--- src/rtl/sort_ram_responder_if.sv ---
// Request/response bundle between the sort datapath (master) and its RAM responder (slave),
// plus the host preload/dump port.
interface sort_ram_responder_if #(
   parameter int unsigned SIZE_ADDR = 8,
   parameter int unsigned SIZE_DATA = 8
);
   logic                 i_rd_en;
   logic                 i_wr_en;
   logic [SIZE_ADDR-1:0] i_addr_ram;
   logic [SIZE_DATA-1:0] i_data_ram;
   logic [SIZE_DATA-1:0] o_data_ram;
   logic                 o_rd_valid;
   logic                 o_wr_done;
   logic                 o_busy;
   logic                 o_err;
   logic                 i_host_en;
   logic                 i_host_wr;
   logic [SIZE_ADDR-1:0] i_host_addr;
   logic [SIZE_DATA-1:0] i_host_data;
   logic [SIZE_DATA-1:0] o_host_rdata;
   logic                 o_host_ack;

   modport master (
      output i_rd_en, i_wr_en, i_addr_ram, i_data_ram,
      output i_host_en, i_host_wr, i_host_addr, i_host_data,
      input  o_data_ram, o_rd_valid, o_wr_done, o_busy, o_err, o_host_rdata, o_host_ack
   );

   modport slave (
      input  i_rd_en, i_wr_en, i_addr_ram, i_data_ram,
      input  i_host_en, i_host_wr, i_host_addr, i_host_data,
      output o_data_ram, o_rd_valid, o_wr_done, o_busy, o_err, o_host_rdata, o_host_ack
   );
endinterface

--- src/rtl/sort_ram_responder.sv ---
// RAM responder for the sort datapath with configurable read latency and a host port.
// Optional access counters are built when SORT_RAM_STATS_EN is defined.
module sort_ram_responder #(
   parameter int unsigned SIZE_ADDR  = 8,
   parameter int unsigned SIZE_DATA  = 8,
   parameter int unsigned DEPTH      = 256,
   parameter int unsigned RD_LATENCY = 1
) (
   input  logic                 i_clk,
   input  logic                 i_rst_n,
   sort_ram_responder_if.slave  bus,
   output logic [15:0]          o_rd_count,
   output logic [15:0]          o_wr_count
);
   localparam int unsigned IdxW = (DEPTH > 1) ? $clog2(DEPTH) : 1;

   typedef enum logic [0:0] {StIdle, StReadWait} state_e;

   state_e               state_q;
   logic [1:0]           lat_cnt_q;
   logic [SIZE_DATA-1:0] rd_pend_q;
   logic [SIZE_DATA-1:0] mem [DEPTH];

   logic                 idle, any_req, rd_accept, wr_accept, err_next;
   logic                 addr_ok, host_addr_ok, host_serve;
   logic [SIZE_DATA-1:0] mem_rdata, host_mem_rdata;

   always_comb begin
      idle           = (state_q == StIdle);
      any_req        = bus.i_rd_en | bus.i_wr_en;
      addr_ok        = 32'(bus.i_addr_ram) < DEPTH;
      host_addr_ok   = 32'(bus.i_host_addr) < DEPTH;
      wr_accept      = idle & bus.i_wr_en;
      // A simultaneous write wins; the read is dropped.
      rd_accept      = idle & bus.i_rd_en & ~bus.i_wr_en;
      host_serve     = idle & ~any_req & bus.i_host_en;
      err_next       = (~idle & any_req) | (idle & bus.i_rd_en & bus.i_wr_en) |
                       (idle & any_req & ~addr_ok);
      mem_rdata      = addr_ok ? mem[bus.i_addr_ram[IdxW-1:0]] : '0;
      host_mem_rdata = host_addr_ok ? mem[bus.i_host_addr[IdxW-1:0]] : '0;
   end

   // Storage is deliberately not reset so contents survive a reset.
   always_ff @(posedge i_clk) begin
      if (wr_accept && addr_ok) begin
         mem[bus.i_addr_ram[IdxW-1:0]] <= bus.i_data_ram;
      end else if (host_serve && bus.i_host_wr && host_addr_ok) begin
         mem[bus.i_host_addr[IdxW-1:0]] <= bus.i_host_data;
      end
   end

   always_ff @(posedge i_clk or negedge i_rst_n) begin
      if (!i_rst_n) begin
         state_q          <= StIdle;
         lat_cnt_q        <= '0;
         rd_pend_q        <= '0;
         bus.o_data_ram   <= '0;
         bus.o_rd_valid   <= 1'b0;
         bus.o_wr_done    <= 1'b0;
         bus.o_err        <= 1'b0;
         bus.o_host_rdata <= '0;
         bus.o_host_ack   <= 1'b0;
      end else begin
         bus.o_rd_valid <= 1'b0;
         bus.o_wr_done  <= wr_accept;
         bus.o_err      <= err_next;
         bus.o_host_ack <= host_serve;
         if (host_serve && !bus.i_host_wr) begin
            bus.o_host_rdata <= host_mem_rdata;
         end
         unique case (state_q)
            StIdle: begin
               if (rd_accept) begin
                  if (RD_LATENCY <= 1) begin
                     bus.o_rd_valid <= 1'b1;
                     bus.o_data_ram <= mem_rdata;
                  end else begin
                     // Data is captured now; the wait only delays its delivery.
                     state_q   <= StReadWait;
                     rd_pend_q <= mem_rdata;
                     lat_cnt_q <= 2'(RD_LATENCY - 2);
                  end
               end
            end
            StReadWait: begin
               if (lat_cnt_q == 2'd0) begin
                  state_q        <= StIdle;
                  bus.o_rd_valid <= 1'b1;
                  bus.o_data_ram <= rd_pend_q;
               end else begin
                  lat_cnt_q <= lat_cnt_q - 2'd1;
               end
            end
            default: state_q <= StIdle;
         endcase
      end
   end

   assign bus.o_busy = (state_q == StReadWait);

`ifdef SORT_RAM_STATS_EN
   logic [15:0] rd_count_q, wr_count_q;

   always_ff @(posedge i_clk or negedge i_rst_n) begin
      if (!i_rst_n) begin
         rd_count_q <= '0;
         wr_count_q <= '0;
      end else begin
         if (rd_accept && rd_count_q != 16'hFFFF) rd_count_q <= rd_count_q + 16'd1;
         if (wr_accept && wr_count_q != 16'hFFFF) wr_count_q <= wr_count_q + 16'd1;
      end
   end

   assign o_rd_count = rd_count_q;
   assign o_wr_count = wr_count_q;
`else
   assign o_rd_count = '0;
   assign o_wr_count = '0;
`endif

endmodule

--- src/flat_wrapper.sv ---
// flat-port wrapper written by rule: the top's interface ports become plain ports
module sort_ram_responder_flat 
#(
   parameter int unsigned SIZE_ADDR  = 8,
   parameter int unsigned SIZE_DATA  = 8,
   parameter int unsigned DEPTH      = 256,
   parameter int unsigned RD_LATENCY = 1
)
  (i_clk, i_rst_n, o_rd_count, o_wr_count, bus_i_rd_en, bus_i_wr_en, bus_i_addr_ram, bus_i_data_ram, bus_i_host_en, bus_i_host_wr, bus_i_host_addr, bus_i_host_data, bus_o_data_ram, bus_o_rd_valid, bus_o_wr_done, bus_o_busy, bus_o_err, bus_o_host_rdata, bus_o_host_ack);
  sort_ram_responder_if #(.SIZE_ADDR(SIZE_ADDR), .SIZE_DATA(SIZE_DATA)) bus_i ();
  input  logic i_clk;
  input  logic i_rst_n;
  output logic [15:0] o_rd_count;
  output logic [15:0] o_wr_count;
  input wire logic [$bits(bus_i.i_rd_en)-1:0] bus_i_rd_en;
  input wire logic [$bits(bus_i.i_wr_en)-1:0] bus_i_wr_en;
  input wire logic [$bits(bus_i.i_addr_ram)-1:0] bus_i_addr_ram;
  input wire logic [$bits(bus_i.i_data_ram)-1:0] bus_i_data_ram;
  input wire logic [$bits(bus_i.i_host_en)-1:0] bus_i_host_en;
  input wire logic [$bits(bus_i.i_host_wr)-1:0] bus_i_host_wr;
  input wire logic [$bits(bus_i.i_host_addr)-1:0] bus_i_host_addr;
  input wire logic [$bits(bus_i.i_host_data)-1:0] bus_i_host_data;
  output wire logic [$bits(bus_i.o_data_ram)-1:0] bus_o_data_ram;
  output wire logic [$bits(bus_i.o_rd_valid)-1:0] bus_o_rd_valid;
  output wire logic [$bits(bus_i.o_wr_done)-1:0] bus_o_wr_done;
  output wire logic [$bits(bus_i.o_busy)-1:0] bus_o_busy;
  output wire logic [$bits(bus_i.o_err)-1:0] bus_o_err;
  output wire logic [$bits(bus_i.o_host_rdata)-1:0] bus_o_host_rdata;
  output wire logic [$bits(bus_i.o_host_ack)-1:0] bus_o_host_ack;
  assign bus_i.i_rd_en = bus_i_rd_en;
  assign bus_i.i_wr_en = bus_i_wr_en;
  assign bus_i.i_addr_ram = bus_i_addr_ram;
  assign bus_i.i_data_ram = bus_i_data_ram;
  assign bus_i.i_host_en = bus_i_host_en;
  assign bus_i.i_host_wr = bus_i_host_wr;
  assign bus_i.i_host_addr = bus_i_host_addr;
  assign bus_i.i_host_data = bus_i_host_data;
  assign bus_o_data_ram = bus_i.o_data_ram;
  assign bus_o_rd_valid = bus_i.o_rd_valid;
  assign bus_o_wr_done = bus_i.o_wr_done;
  assign bus_o_busy = bus_i.o_busy;
  assign bus_o_err = bus_i.o_err;
  assign bus_o_host_rdata = bus_i.o_host_rdata;
  assign bus_o_host_ack = bus_i.o_host_ack;
  sort_ram_responder #(.SIZE_ADDR(SIZE_ADDR), .SIZE_DATA(SIZE_DATA), .DEPTH(DEPTH), .RD_LATENCY(RD_LATENCY)) u_core (.i_clk(i_clk), .i_rst_n(i_rst_n), .bus(bus_i), .o_rd_count(o_rd_count), .o_wr_count(o_wr_count));
endmodule
--- config.mk ---
export PLATFORM = sky130hd
export DESIGN_NAME = sort_ram_responder_flat
export DESIGN_NICKNAME = d
export VERILOG_FILES = /design/src/rtl/sort_ram_responder_if.sv /design/src/rtl/sort_ram_responder.sv /design/src/flat_wrapper.sv
export SDC_FILE = /design/constraint.sdc
export NUM_CORES = 2
export LEC_CHECK = 0
export CELL_PAD_IN_SITES_DETAIL_PLACEMENT = 1
export CELL_PAD_IN_SITES_GLOBAL_PLACEMENT = 1
export CORE_MARGIN = 1
export CORE_UTILIZATION = 41
export CTS_BUF_LIST = sky130_fd_sc_hd__clkbuf_8
export DETAILED_ROUTE_END_ITERATION = 10
export PLACE_DENSITY_LB_ADDON = 0.05
export SLEW_MARGIN = 0
export SYNTH_ARGS = -nofsm -noshare
export SYNTH_HDL_FRONTEND = slang
export SYNTH_SLANG_ARGS = --single-unit
--- constraint.sdc ---
create_clock -name i_clk -period 13.6 [get_ports i_clk]
set_input_delay 2.04 -clock i_clk [delete_from_list [all_inputs] [get_ports i_clk]]
set_output_delay 2.04 -clock i_clk [all_outputs]
set_load 0.005 [all_outputs]
==> summary.md <==
Entering global routing, the biggest net connects 145 pins. The tools report the cell chosen for the clock root as clkbuf_8. The sort of element at the start of the critical path was a primary input.

The placed standard-cell area came out at 102000 um2. For the via count of the first global-routing pass, the log shows 61370. For this design, the slowest cell found on the critical path is o21ai_0. In this run the horizontal extent of the chip is 490 um. The initial utilization of the core area, before any placement, comes to 41.4%. After the flow finishes, the layout carries non-filler instances totaling 9076. Setup repair after global routing left no endpoint under its margin. The arrival time at the worst endpoint is 7210 ps. In this run the tool buffered the top-level ports with 58 buffer cells. Traced cell by cell, the critical path runs through buf_8 > buf_12 > buf_12 > buf_4 > mux2i_1 > o221ai_1 > o221ai_1 > o21ai_0 > o31ai_1 > o31ai_1.

With fillers left out, the area of the finished cells amounts to 109000 um2. The total count of max-transition violations in the final report is 0. The boundary pin count came out at 91. The number of register bits inferred by synthesis came out at 2071. Summed over all cells, the static leakage comes to 34.5 nW. The flow ran to the end, and the final reports show no timing, DRC or antenna violations. The logs give 178 for the total number of placement rows and 5672 for the net count of the finished layout. Worst voltage drop across the vdd grid: 83.7 uV. The critical path starts at bus_i_addr_ram[0]. The count of warnings emitted by yosys is 0, and the synthesized-area fraction occupied by adder cells is 0.0231%. For the final hold violation count, the log shows 0. STA puts the critical path data required time at 14550 ps. Of the cells placed in the final design, the portion with a size suffix greater than 1 is 27.4%.

The run gives 240000 um2 as the die area. The count of placed standard cells including taps is 8403, and the detailed-placement wirelength estimate is 256000 um. Largest family of logic cells by synthesized area: multiplexers. The synthesized area divided by synthesized cell count works out to 18.0 um2. The post-synthesis instance area came out at 97700 um2.

Number of enable-type register cells in the synthesized netlist: 2048. The simple-gate portion of the synthesized area is 3.58%, and the number of fill cells is 22266. The fraction of registers with async set or reset after synthesis was 1.11%. Global-route congestion overflow total: 0. Of the post-synthesis cell area, the part taken by muxes is 24.5%. Sequential cells were found to cover 63.6% of the synthesized design area. Dividing the detail-routed via count by the number of cells gives 6.69. The tools report the routability-driven placement congestion ratio as 0.890.

The core region is 236000 um2. Dividing the detail-routed wire length by the instance count gives 43.1 um. The H-tree was split into 5 levels. The final clock period utilization by the worst path is 46.1%.

The area growth from synthesis to layout is 11.2%. Timing analysis after detailed placement gives a worst setup slack of 6260 ps. Once routing completed, OpenROAD measured the worst setup slack at 7330 ps. Number of max-capacitance violations reported: 0. The worst register-to-register path begins at u_core.bus.o_busy.

The kind of critical path is in -> reg. The biggest area contributor in the post-synthesis netlist is edfxtp_1. Summing the areas of all compound-gate instances in the mapped netlist gives 5.54% of the synthesized area. Derived from the worst setup path, the maximum achievable clock frequency is 0.160 GHz.

The total setup buffers inserted after CTS is 0, and the total CTS buffers is 378. The critical path's largest stage delay came out at 1010 ps. The overall global routing resource usage is 32.1%. After Yosys synthesis, XOR and XNOR cells account for 0.00897% of the synthesized area. In the synthesized netlist the dominant register cell turns out to be edfxtp_1. The most frequent cell after synthesis is edfxtp_1. The count of nets left with antenna violations once routing finished came out at 0.

The worst pin sits at a relative slew slack of 4.78%. The logs give 5 for the iteration count of the initial detailed-routing pass and 73.8 ps for the worst clock skew. The first global-routing pass estimated 530000 um of wire. Area share of the leading cell type in the synthesized netlist: 63.0%.

Of all nets on the critical path, the largest fanout is 84. TritonCTS built the clock tree. For the pin with the worst max-slew slack, the measured transition is 1420 ps. Setup violations remaining at the end of the flow were counted as 0. The startpoint identified for the worst hold timing path is u_core.lat_cnt_q[0]. The power density over cell area is 131 nW/um2, and the final critical delay including setup and external delays is 6270 ps.

The worst hold path belongs to the class reg -> reg. The synthesized netlist contains 73 unique library cells. Hold repair after CTS inserted 0 buffers. Clock-pin slew was measured on the worst setup and hold paths at 60 ps.

The logs give 2071 for the number of sinks on the clock net and 5417 for the count of mapped cells out of synthesis. Post-CTS repair changed the size of 0 cells. For this block, the via count after detailed routing is 60708. The number of antenna violations at the first check in global routing was 27; the largest buffer count on any clock path was 4. The tools report the total negative slack as 0 ps. After synthesis, the cell types taking the most area are edfxtp_1 (63%), mux4_2 (20%), mux2i_1 (4.5%), o221ai_1 (1.4%), nor2_1 (1.3%).

Summed over all layers, the routed wires come to 391000 um. For this run, design rule violations remaining after detail routing come to 0. The tools report the endpoint kind of the worst setup timing path as a flop.

The commonest cells after synthesis are edfxtp_1 (2048), mux4_2 (848), mux2i_1 (437). The run gives 7539 as the initial detailed-routing violation count. Clock latency on the worst-skew pair, taken at its later pin, is 1070 ps. Vertical die dimension: 490 um.
metal layers:
metal	vias to the layer above	track usage, %	wire length, um
met3	659	6.18	31200
met5	-	0	103
li1	23451	-	-
met4	16	12.9	16500
met2	3087	50.3	184000
met1	33495	44.2	160000
final timing paths:
kind | cells past startpoint | slack [ps] | end
max | 10 | 7330 | u_core.bus.o_data_ram[5]
min | 1 | 470 | u_core.lat_cnt_q[0]
max reg2reg | 8 | 8640 | u_core.mem[6][3]
min reg2reg | 1 | 470 | u_core.lat_cnt_q[0]
max in group asynchronous | 2 | 11630 | u_core.bus.o_data_ram[7]
min in group asynchronous | 2 | 1460 | u_core.bus.o_host_ack
cell families after synthesis:
group,count (synthesis)
DFF,2071
muxes,1310
and+or+nand+nor,784
AOI/OAI and AO/OA,764
buffers and inverters,484
adders and majority gates,2
other,1
xor gates and xnor gates,1
through the flow:
step           power, W  utilization (%)  hold slack (ps)
2_1_floorplan   0.00801                -              446
3_3_place_gp    0.00860             43.0              460
3_5_place_dp    0.00861             43.1              470
4_1_cts          0.0143             46.0              478
5_1_grt          0.0145             46.0              524
6_report         0.0142             46.0              469
layout make-up:
| type | instances | area, um2 | share of cell area, % |
|---|---|---|---|
| clock buffer | 387 | 5330 | 4.90 |
| clock inverter | 273 | 1600 | 1.47 |
| inverter | 17 | 75.1 | 0.0691 |
| timing repair buffer | 272 | 2370 | 2.18 |
| sequential | 2071 | 62100 | 57.2 |
| tap | 3150 | 3940 | 3.63 |
| antenna | 13 | 32.5 | 0.0300 |
| multi-input combinational | 2893 | 33200 | 30.6 |
placed cells by master, fill, tap and decap left out, types with 126 or more instances in the layout:
cell type and n:
mux4_2 848, buf_4 200, a22oi_1 145, nor2_1 340
edfxtp_1 2048, nand2_1 165, clkbuf_8 387, a21oi_1 126
mux2i_1 437, o221ai_1 153
power by group:
| group | total [W] | switching [W] | internal, W |
|---|---|---|---|
| Sequential | 0.00713 | 0.0000456 | 0.00708 |
| Clock | 0.00571 | 0.00273 | 0.00297 |
| Combinational | 0.00136 | 0.000930 | 0.000433 |
state kept, by name, summed over array words and instances (netlist names):
name and cells:
u_core.lat_cnt_q 2, u_core.bus.o_wr_done 1, u_core.bus.o_err 1, u_core.bus.o_host_ack 1, u_core.bus.o_rd_valid 1, u_core.bus.o_host_rdata 8
u_core.bus.o_data_ram 8, u_core.bus.o_busy 1, u_core.mem 2048
worst max-delay path: cells and delay by family:
kind            cells  cell delay [ps]
compound gates      5             2430
mux                 1              160
buf+inv             4             2090
(Power assumes the default switching activity.)
